File: config.mk
export PLATFORM = sky130hd
export DESIGN_NAME = mem_port_arbiter_flat
export DESIGN_NICKNAME = d
export VERILOG_FILES = /design/src/rtl/mem_port_arbiter_if.sv /design/src/rtl/mem_port_arbiter.sv /design/src/flat_wrapper.sv
export SDC_FILE = /design/constraint.sdc
export NUM_CORES = 1
export LEC_CHECK = 0
export ABC_AREA = 1
export CAP_MARGIN = 20
export CORE_MARGIN = 10
export CORE_UTILIZATION = 38
export CTS_CLUSTER_DIAMETER = 50
export DETAILED_ROUTE_END_ITERATION = 8
export PLACE_DENSITY_LB_ADDON = 0.3
export SYNTH_ARGS = -nofsm -noshare
export SYNTH_HDL_FRONTEND = slang
export SYNTH_SLANG_ARGS = --single-unit
File: constraint.sdc
create_clock -name clk -period 1.25 [get_ports clk]
set_clock_uncertainty 0.05 [all_clocks]
set_input_delay 0.125 -clock clk [delete_from_list [all_inputs] [get_ports clk]]
set_output_delay 0.125 -clock clk [all_outputs]
set_load 0.01 [all_outputs]
File: src/rtl/mem_port_arbiter_if.sv
// mem_port_arbiter_if
// Bundles the arbiter's requester, memory-macro and stall signals.
// The slave modport is the arbiter's own view. The master modport is the view
// of the surroundings: the fetch/memory stages and the memory macro.
interface mem_port_arbiter_if #(
   parameter int N = 10
);
   logic          if_req_i;
   logic [N-1:0]  if_addr_i;
   logic [31:0]   if_rdata_o;
   logic          if_ready_o;
   logic          dm_req_i;
   logic          dm_we_i;
   logic [N-1:0]  dm_addr_i;
   logic [31:0]   dm_wdata_i;
   logic [31:0]   dm_rdata_o;
   logic          dm_ready_o;
   logic          mem_en_o;
   logic          mem_we_o;
   logic [N-1:0]  mem_addr_o;
   logic [31:0]   mem_wdata_o;
   logic [31:0]   mem_rdata_i;
   logic          stall_if_o;
   logic          stall_dm_o;
   logic          busy_o;

   modport slave (
      input  if_req_i, if_addr_i, dm_req_i, dm_we_i, dm_addr_i, dm_wdata_i, mem_rdata_i,
      output if_rdata_o, if_ready_o, dm_rdata_o, dm_ready_o,
             mem_en_o, mem_we_o, mem_addr_o, mem_wdata_o,
             stall_if_o, stall_dm_o, busy_o
   );

   modport master (
      output if_req_i, if_addr_i, dm_req_i, dm_we_i, dm_addr_i, dm_wdata_i, mem_rdata_i,
      input  if_rdata_o, if_ready_o, dm_rdata_o, dm_ready_o,
             mem_en_o, mem_we_o, mem_addr_o, mem_wdata_o,
             stall_if_o, stall_dm_o, busy_o
   );
endinterface

File: src/rtl/mem_port_arbiter.sv
// mem_port_arbiter
// Shares one single-port, fixed-latency memory between instruction fetch and
// data memory. The arbiter handles one access at a time. Each access runs
// IDLE -> ACCESS (LAT cycles) -> DONE, and DONE issues a one-cycle ready pulse.
// LAT must lie in 1..15.
// Optional build macro MEM_ARB_RR_EN: round-robin arbitration on simultaneous
// requests. When the macro is not defined, data always wins.
module mem_port_arbiter #(
   parameter int N   = 10,
   parameter int LAT = 3
) (
   input  logic              clk,
   input  logic              rst_n,
   mem_port_arbiter_if.slave bus
);
   typedef enum logic [1:0] {IDLE, ACCESS, DONE} state_t;

   state_t        state;
   logic [3:0]    cnt;
   logic          grant_dm;
   logic          pick_dm;
   logic          any_req;
   logic          mem_en_q;
   logic          mem_we_q;
   logic [N-1:0]  mem_addr_q;
   logic [31:0]   mem_wdata_q;
   logic [31:0]   if_rdata_q;
   logic [31:0]   dm_rdata_q;
   logic          if_ready_q;
   logic          dm_ready_q;
   logic          busy_q;

   assign any_req = bus.if_req_i | bus.dm_req_i;

`ifdef MEM_ARB_RR_EN
   logic last_dm;

   // On a tie, serve the requester that was not served last
   always_comb begin
      pick_dm = bus.dm_req_i;
      if (bus.dm_req_i && bus.if_req_i) begin
         pick_dm = ~last_dm;
      end
   end

   // Record who won each grant; the reset value lets data win the first tie
   always_ff @(posedge clk) begin
      if (!rst_n) begin
         last_dm <= 1'b0;
      end else if (state == IDLE && any_req) begin
         last_dm <= pick_dm;
      end
   end
`else
   // Fixed priority: data wins whenever it asks (it is the older instruction)
   always_comb begin
      pick_dm = bus.dm_req_i;
   end
`endif

   // Access sequencer: latch the winner in IDLE, run the wait-state count,
   // capture read data on the last ACCESS cycle, then pulse ready in DONE
   always_ff @(posedge clk) begin
      if (!rst_n) begin
         state       <= IDLE;
         cnt         <= 4'd0;
         grant_dm    <= 1'b0;
         mem_en_q    <= 1'b0;
         mem_we_q    <= 1'b0;
         mem_addr_q  <= '0;
         mem_wdata_q <= 32'd0;
         if_rdata_q  <= 32'd0;
         dm_rdata_q  <= 32'd0;
         if_ready_q  <= 1'b0;
         dm_ready_q  <= 1'b0;
         busy_q      <= 1'b0;
      end else begin
         case (state)
            IDLE: begin
               if (any_req) begin
                  state       <= ACCESS;
                  busy_q      <= 1'b1;
                  grant_dm    <= pick_dm;
                  cnt         <= 4'(LAT);
                  mem_en_q    <= 1'b1;
                  mem_we_q    <= pick_dm & bus.dm_we_i;
                  mem_addr_q  <= pick_dm ? bus.dm_addr_i : bus.if_addr_i;
                  mem_wdata_q <= bus.dm_wdata_i;
               end
            end
            ACCESS: begin
               if (cnt == 4'd1) begin
                  state    <= DONE;
                  mem_en_q <= 1'b0;
                  mem_we_q <= 1'b0;
                  if (grant_dm) begin
                     dm_ready_q <= 1'b1;
                     if (!mem_we_q) begin
                        dm_rdata_q <= bus.mem_rdata_i;
                     end
                  end else begin
                     if_ready_q <= 1'b1;
                     if_rdata_q <= bus.mem_rdata_i;
                  end
               end else begin
                  cnt <= cnt - 4'd1;
               end
            end
            DONE: begin
               state      <= IDLE;
               busy_q     <= 1'b0;
               if_ready_q <= 1'b0;
               dm_ready_q <= 1'b0;
            end
            default: begin
               state <= IDLE;
            end
         endcase
      end
   end

   assign bus.mem_en_o    = mem_en_q;
   assign bus.mem_we_o    = mem_we_q;
   assign bus.mem_addr_o  = mem_addr_q;
   assign bus.mem_wdata_o = mem_wdata_q;
   assign bus.if_rdata_o  = if_rdata_q;
   assign bus.dm_rdata_o  = dm_rdata_q;
   assign bus.if_ready_o  = if_ready_q;
   assign bus.dm_ready_o  = dm_ready_q;
   assign bus.busy_o      = busy_q;
   assign bus.stall_if_o  = bus.if_req_i & ~if_ready_q;
   assign bus.stall_dm_o  = bus.dm_req_i & ~dm_ready_q;
endmodule
File: src/flat_wrapper.sv
// flat-port wrapper written by rule: the top's interface ports become plain ports
module mem_port_arbiter_flat 
#(
   parameter int N   = 10,
   parameter int LAT = 3
)
  (clk, rst_n, bus_if_req_i, bus_if_addr_i, bus_dm_req_i, bus_dm_we_i, bus_dm_addr_i, bus_dm_wdata_i, bus_mem_rdata_i, bus_if_rdata_o, bus_if_ready_o, bus_dm_rdata_o, bus_dm_ready_o, bus_mem_en_o, bus_mem_we_o, bus_mem_addr_o, bus_mem_wdata_o, bus_stall_if_o, bus_stall_dm_o, bus_busy_o);
  mem_port_arbiter_if #(.N(N)) bus_i ();
  input  logic clk;
  input  logic rst_n;
  input wire logic [$bits(bus_i.if_req_i)-1:0] bus_if_req_i;
  input wire logic [$bits(bus_i.if_addr_i)-1:0] bus_if_addr_i;
  input wire logic [$bits(bus_i.dm_req_i)-1:0] bus_dm_req_i;
  input wire logic [$bits(bus_i.dm_we_i)-1:0] bus_dm_we_i;
  input wire logic [$bits(bus_i.dm_addr_i)-1:0] bus_dm_addr_i;
  input wire logic [$bits(bus_i.dm_wdata_i)-1:0] bus_dm_wdata_i;
  input wire logic [$bits(bus_i.mem_rdata_i)-1:0] bus_mem_rdata_i;
  output wire logic [$bits(bus_i.if_rdata_o)-1:0] bus_if_rdata_o;
  output wire logic [$bits(bus_i.if_ready_o)-1:0] bus_if_ready_o;
  output wire logic [$bits(bus_i.dm_rdata_o)-1:0] bus_dm_rdata_o;
  output wire logic [$bits(bus_i.dm_ready_o)-1:0] bus_dm_ready_o;
  output wire logic [$bits(bus_i.mem_en_o)-1:0] bus_mem_en_o;
  output wire logic [$bits(bus_i.mem_we_o)-1:0] bus_mem_we_o;
  output wire logic [$bits(bus_i.mem_addr_o)-1:0] bus_mem_addr_o;
  output wire logic [$bits(bus_i.mem_wdata_o)-1:0] bus_mem_wdata_o;
  output wire logic [$bits(bus_i.stall_if_o)-1:0] bus_stall_if_o;
  output wire logic [$bits(bus_i.stall_dm_o)-1:0] bus_stall_dm_o;
  output wire logic [$bits(bus_i.busy_o)-1:0] bus_busy_o;
  assign bus_i.if_req_i = bus_if_req_i;
  assign bus_i.if_addr_i = bus_if_addr_i;
  assign bus_i.dm_req_i = bus_dm_req_i;
  assign bus_i.dm_we_i = bus_dm_we_i;
  assign bus_i.dm_addr_i = bus_dm_addr_i;
  assign bus_i.dm_wdata_i = bus_dm_wdata_i;
  assign bus_i.mem_rdata_i = bus_mem_rdata_i;
  assign bus_if_rdata_o = bus_i.if_rdata_o;
  assign bus_if_ready_o = bus_i.if_ready_o;
  assign bus_dm_rdata_o = bus_i.dm_rdata_o;
  assign bus_dm_ready_o = bus_i.dm_ready_o;
  assign bus_mem_en_o = bus_i.mem_en_o;
  assign bus_mem_we_o = bus_i.mem_we_o;
  assign bus_mem_addr_o = bus_i.mem_addr_o;
  assign bus_mem_wdata_o = bus_i.mem_wdata_o;
  assign bus_stall_if_o = bus_i.stall_if_o;
  assign bus_stall_dm_o = bus_i.stall_dm_o;
  assign bus_busy_o = bus_i.busy_o;
  mem_port_arbiter #(.N(N), .LAT(LAT)) u_core (.clk(clk), .rst_n(rst_n), .bus(bus_i));
endmodule
==> results.toml, run 1 <==
[layout]
finish.utilization = 0.677
antenna_cells = 0
area_growth_pct = 73.5
drive_gt1_frac = 0.185
fin_nets = 892

[sta]
hold_viol_final = 0
drv_slew = 0
tightest_slew_ps = 427
fin_ws_ps = -126
rsz0062_at_grt = "true"
period_share = 1.10
period_needed_ps = 1380
timing.hold.ws_ps = 94.6
max_clock_freq_ghz = 0.727
setup_violations = 114
max_slew_margin = 0.713

[setup_path]
crit_arrival_ps = 1660
crit_chain = "buf_4 > nor2_4 > o21ai_4 > inv_6 > buf_12 > buf_16 > nor2_1 > nor2_1"
cp_num_buf_inv = 4
critPathMostFrequentCell = "nor2_1"
regToRegEndpoint = "u_core.bus.mem_wdata_o[4]"
ff2ff_path_depth = 8
startpoint = "u_core.state[0]"
ff2ff_setup_slack_ps = -130
regToRegStartpoint = "u_core.state[0]"
crit_type = "flip-flop to flip-flop"
cp.depth = 8
critPathMaxFanout = 10
end_kind = "flip-flop"
critPathSlowestCell = "dfxtp_2"
cpLargestDelayFamily = "buffers and inverters"
critPathRequiredTime_ps = 1540
crit_path_start_kind = "flip-flop"
slowest_delay_ps = 330

[routing]
wire_per_inst_um = 16.3
vias_per_cell = 4.84
routed_wl_um = 15600
drc = 0
drtPass1Iterations = 4
vias = 4626
drt-initial-drc-count = 309
ant_nets = 0

[cts]
htree_levels = 4
clk_latency_ps = 400
clk_pin_slew_worst_paths_ps = 50
cts.sinks = 118
cts-root-buf = "clkbuf_16"
numCtsBuffers = 17
postCtsHoldBufs = 0
cts_tree = "yes"
clockBufferDepth = 2

[grt]
globalRoute.totalOverflow = 0
grt_max_degree = 43
grt_pass1_wl_um = 24100
grt_antenna_before_repair = 0
grt_usage = 0.181
grt_pass1_vias = 4653

[floorplanning]
die_w_um = 129
io_pins = 202
die_y_um = 129
core_area_mm2 = 0.0115
num_rows = 39
start_util = 0.391
dieArea_mm2 = 0.0165

[placed_design]
post-dp-hpwl_um = 11100
gp_congestion = 0.825
port-buffer-count = 201

[pwr]
powerDensity_mw_per_mm2 = 1420
leakagePower_nw = 3.52
ir_worst_vdd_uv = 873

[synth]
yosys_register_bits = 118
synth-async-reset-ratio = 0
synth_nets = 659
yosysMostFrequentCell = "nor2_1"
synth_common_cells = "202 x nor2_1, 118 x dfxtp_1, 70 x o21ai_0"
yosys_warnings = 0
yosysTopAreaCell = "dfxtp_1"
synth.area.top_cells = "dfxtp_1 53%, nor2_1 17%, o21ai_0 7.8%"
synth-edff-count = 0
yosys_most_used_dff = "dfxtp_1"
postSynthAreaPerCell_um2 = 7.88
seq_area_frac_synth = 0.528
netlist_area_mm2 = 0.00448
synth_top_area_share = 0.528
yosysUniqueCellTypes = 25
syn_inst = 568

[hold_path]
min-delay-path-class = "primary input to flip-flop"
min_to = "u_core.state[1]"
hold_path_startpoint = "rst_n"
worstHoldPathCells = 3

[run_status]
outcome = "finished with violations"
failed_checks = "setup timing"

[flow_run]
cap_viol_max_count = 0
==> flip-flops by register name, indices dropped and copies added (netlist names) <==
name                    cells
u_core.bus.mem_en_o         1
u_core.bus.busy_o           1
u_core.state                2
u_core.bus.if_ready_o       1
u_core.bus.if_rdata_o      32
u_core.bus.mem_wdata_o     32
u_core.bus.dm_rdata_o      32
u_core.bus.mem_we_o         1
u_core.bus.mem_addr_o      10
u_core.bus.dm_ready_o       1
u_core.grant_dm             1
u_core.cnt                  4
==> layout make-up <==
cell class | count | area (um^2)
Fill cell | 922 | 3700
Clock inverter | 3 | 17.5
Tap cell | 143 | 179
Multi-Input combinational cell | 401 | 2140
Clock buffer | 27 | 513
Timing Repair Buffer | 249 | 2480
Inverter | 14 | 62.6
Sequential cell | 118 | 2370
==> through the flow <==
step	total power [mW]	setup WS [ps]	instances	area, um^2	TNS [ps]
global placement	6.37	-314	909	6840	-16050
finish	11.0	-126	955	7770	-8400
CTS	10.9	-123	953	7610	-6010
floorplan	5.21	-25.3	568	4520	-414
global route	11.5	-194	955	7770	-15870
detailed placement	6.43	-313	909	6840	-18340
==> worst max-delay path by stage <==
stage                                end  slack (ps)
2_1_floorplan   u_core.bus.dm_rdata_o[0]         -30
3_3_place_gp              bus_stall_dm_o        -310
3_5_place_dp              bus_stall_dm_o        -310
4_1_cts        u_core.bus.dm_rdata_o[25]        -120
5_1_grt        u_core.bus.dm_rdata_o[20]        -190
6_report       u_core.bus.mem_wdata_o[4]        -130
==> worst register-to-register path: cells and delay by family (launching register included) <==
kind / cells / cell delay (ps)
simple gates: 3 / 270
buf+inv: 4 / 540
compound gates: 1 / 120
flops: 1 / 330
==> kinds of logic (layout without fill, tap and decap cells) <==
logic type / after synthesis / after routing / share of synthesized area
and+or+nand+nor: 307 / 307 / 0.298
AOI/OAI and AO/OA: 82 / 82 / 0.0942
DFF: 118 / 118 / 0.528
muxes: 10 / 10 / 0.0224
buffers and inverters: 49 / 293 / 0.0520
adders and majority gates: 2 / 2 / 0.00559
==> power by group <==
group,switching [mW],internal (mW)
sequential,0.188,4.08
combinational,1.17,1.25
clock,1.54,2.76
total,2.90,8.10
==> layer usage <==
metal	GRT usage	wire length (um)	share of wire	vias up
met1	0.192	6070	0.39	2160
met4	0.0635	255	0.016	0
met2	0.316	7910	0.51	146
met5	0	0	0	-
li1	-	-	-	2294
met3	0.0739	1380	0.088	26
==> cells in the final DEF (no fill, tap or decap), types with 11 or more instances in the layout <==
cell / instances
nor2_1: 176
dfxtp_1: 112
clkdlybuf4s50_1: 87
dlygate4sd2_1: 83
o21ai_1: 50
nand2_1: 49
nand3b_1: 32
o21ai_0: 24
buf_4: 22
clkbuf_16: 18
nor2_2: 16
clkdlybuf4s15_1: 16
nor2_4: 15
buf_12: 12
clkbuf_2: 11
==> timing repair <==
| action | in CTS | in global routing |
|---|---|---|
| gates resized for setup | 214 | 84 |
| pin swaps | 36 | 3 |
| endpoints found under the setup margin | 225 | 138 |
| cloned | 6 | 1 |
| buffers inserted | 8 | 1 |
(Power assumes the default switching activity.)
==> run 2: changes to the inputs <==
- CORE_MARGIN: 10 -> 8
==> results.toml, run 2 (synthesis results as in run 1) <==
[placed_design]
post-dp-hpwl_um = 10600
port-buffer-count = 201
gp_congestion = 0.816
dp_cells = 909

[routing]
drc = 0
drt-initial-drc-count = 331
wire_per_inst_um = 16.3
drtPass1Iterations = 5
routed_wl_um = 15600
vias = 4714
vias_per_cell = 4.93
ant_nets = 0

[grt]
globalRoute.totalOverflow = 0
grt_pass1_vias = 4547
grt_usage = 0.182
grt_pass1_wl_um = 23200
grt_max_degree = 63
grt_antenna_before_repair = 0

[sta]
max_clock_freq_ghz = 0.700
period_share = 1.14
max_slew_margin = 0.700
fin_ws_ps = -179
period_needed_ps = 1430
rsz0062_at_grt = "true"
drv_slew = 0
hold_viol_final = 0
setup_violations = 112
tightest_slew_ps = 445
timing.hold.ws_ps = 65.4

[hold_path]
min-delay-path-class = "primary input to flip-flop"

[flow_run]
cap_viol_max_count = 0

[pwr]
leakagePower_nw = 3.57
ir_worst_vdd_uv = 859
powerDensity_mw_per_mm2 = 1490
finalPower_mw = 11.6

[layout]
layout_commonest_cell = "nor2_1"
layout_common_cells = "185 x nor2_1, 112 x dfxtp_1, 93 x dlygate4sd2_1, 85 x clkdlybuf4s50_1, 53 x o21ai_0"
fin_nets = 893
area_growth_pct = 74.7
drive_gt1_frac = 0.181
instances_no_fill = 957
fillerInstances = 895
finish.utilization = 0.682
antenna_cells = 0

[floorplanning]
start_util = 0.391
core_area_mm2 = 0.0115
dieArea_mm2 = 0.0155
die_y_um = 125
die_w_um = 125
io_pins = 202
num_rows = 39

[cts]
htree_levels = 4
clk_pin_slew_worst_paths_ps = 50
cts-root-buf = "clkbuf_16"
clockBufferDepth = 2
cts.sinks = 118
cts_tree = "yes"
postCtsHoldBufs = 0
clk_latency_ps = 400
numCtsBuffers = 17

[setup_path]
crit_arrival_ps = 1670
critPathRequiredTime_ps = 1490
critPathMaxFanout = 32
end_kind = "flip-flop"
critPathSlowestCell = "dfxtp_2"
crit_type = "flip-flop to flip-flop"
crit_path_start_kind = "flip-flop"
crit_chain = "nor2_4 > nand2_4 > nor2_4 > buf_12 > nand3b_1 > nand2_1 > nor2_1"
critPathMostFrequentCell = "nor2_4"
slowest_delay_ps = 350

[run_status]
outcome = "finished with violations"
failed_checks = "setup timing"
[run 2: cell count changes in the layout (fill, tap and decap cells not counted), moves of 3 or more]
cell,change
nor2_4,-9
o21ai_0,+29
clkbuf_16,+4
clkbuf_1,-4
buf_16,-3
bufinv_16,+3
o21ai_1,-41
o21ai_2,+12
clkbuf_2,-9
dlygate4sd2_1,+10
nor2_1,+9
[run 2: timing repair]
action | in CTS | in global routing
endpoints found under the hold margin | 0 | 0
resized for setup | 147 | 91
pin swaps | 3 | 9
setup endpoints to repair | 211 | 124
buffers inserted | 2 | 5
gates cloned | 2 | 8
[run 2: final timing paths]
kind                                  from                   endpoint  slack (ps)  cells after the start
setup / recovery           u_core.state[1]  u_core.bus.dm_rdata_o[23]        -180                      7
hold / removal                       rst_n   u_core.bus.mem_addr_o[9]          70                      3
setup reg to reg           u_core.state[1]  u_core.bus.dm_rdata_o[23]        -180                      7
hold reg to reg   u_core.bus.mem_addr_o[2]   u_core.bus.mem_addr_o[2]         400                      2
[run 2: layout make-up]
type | count | area, um^2 | share of cell area
tap | 143 | 179 | 0.0229
clock inverter | 8 | 120 | 0.0154
timing repair buffer | 249 | 2500 | 0.319
multi-input combinational | 401 | 2090 | 0.267
timing repair inverter | 1 | 6.26 | 0.000800
clock buffer | 23 | 498 | 0.0637
inverter | 14 | 62.6 | 0.00800
sequential | 118 | 2370 | 0.303
[run 2: stage by stage]
step           instance area (um^2)  setup TNS (ps)  worst slack [ps]
2_1_floorplan                  4520            -414             -25.3
3_3_place_gp                   6850          -17190              -321
3_5_place_dp                   6850          -22500              -398
5_1_grt                        7820          -20920              -272
6_report                       7820          -10740              -179
4_1_cts                        7440           -8100              -168
[run 2: power by group]
part | switching (mW) | total [mW] | internal, mW | leakage (nW)
Clock | 1.64 | 5.02 | 3.38 | 0.301
Sequential | 0.179 | 4.26 | 4.08 | 0.968
Combinational | 1.16 | 2.35 | 1.20 | 2.30
[run 2: critical path: cells and delay by family (launching register included)]
kind                   cells  cell delay [ps]
flip-flops                 1              350
AND/OR/NAND/NOR            6              700
buffers and inverters      1              200
[run 2: metal layers]
metal / vias to the layer above / wire, um / global-route usage
li1: 2300 / - / -
met1: 2195 / 6350 / 0.198
met2: 194 / 7710 / 0.314
met3: 25 / 1280 / 0.0736
met4: 0 / 220 / 0.0588
met5: - / 0 / 0
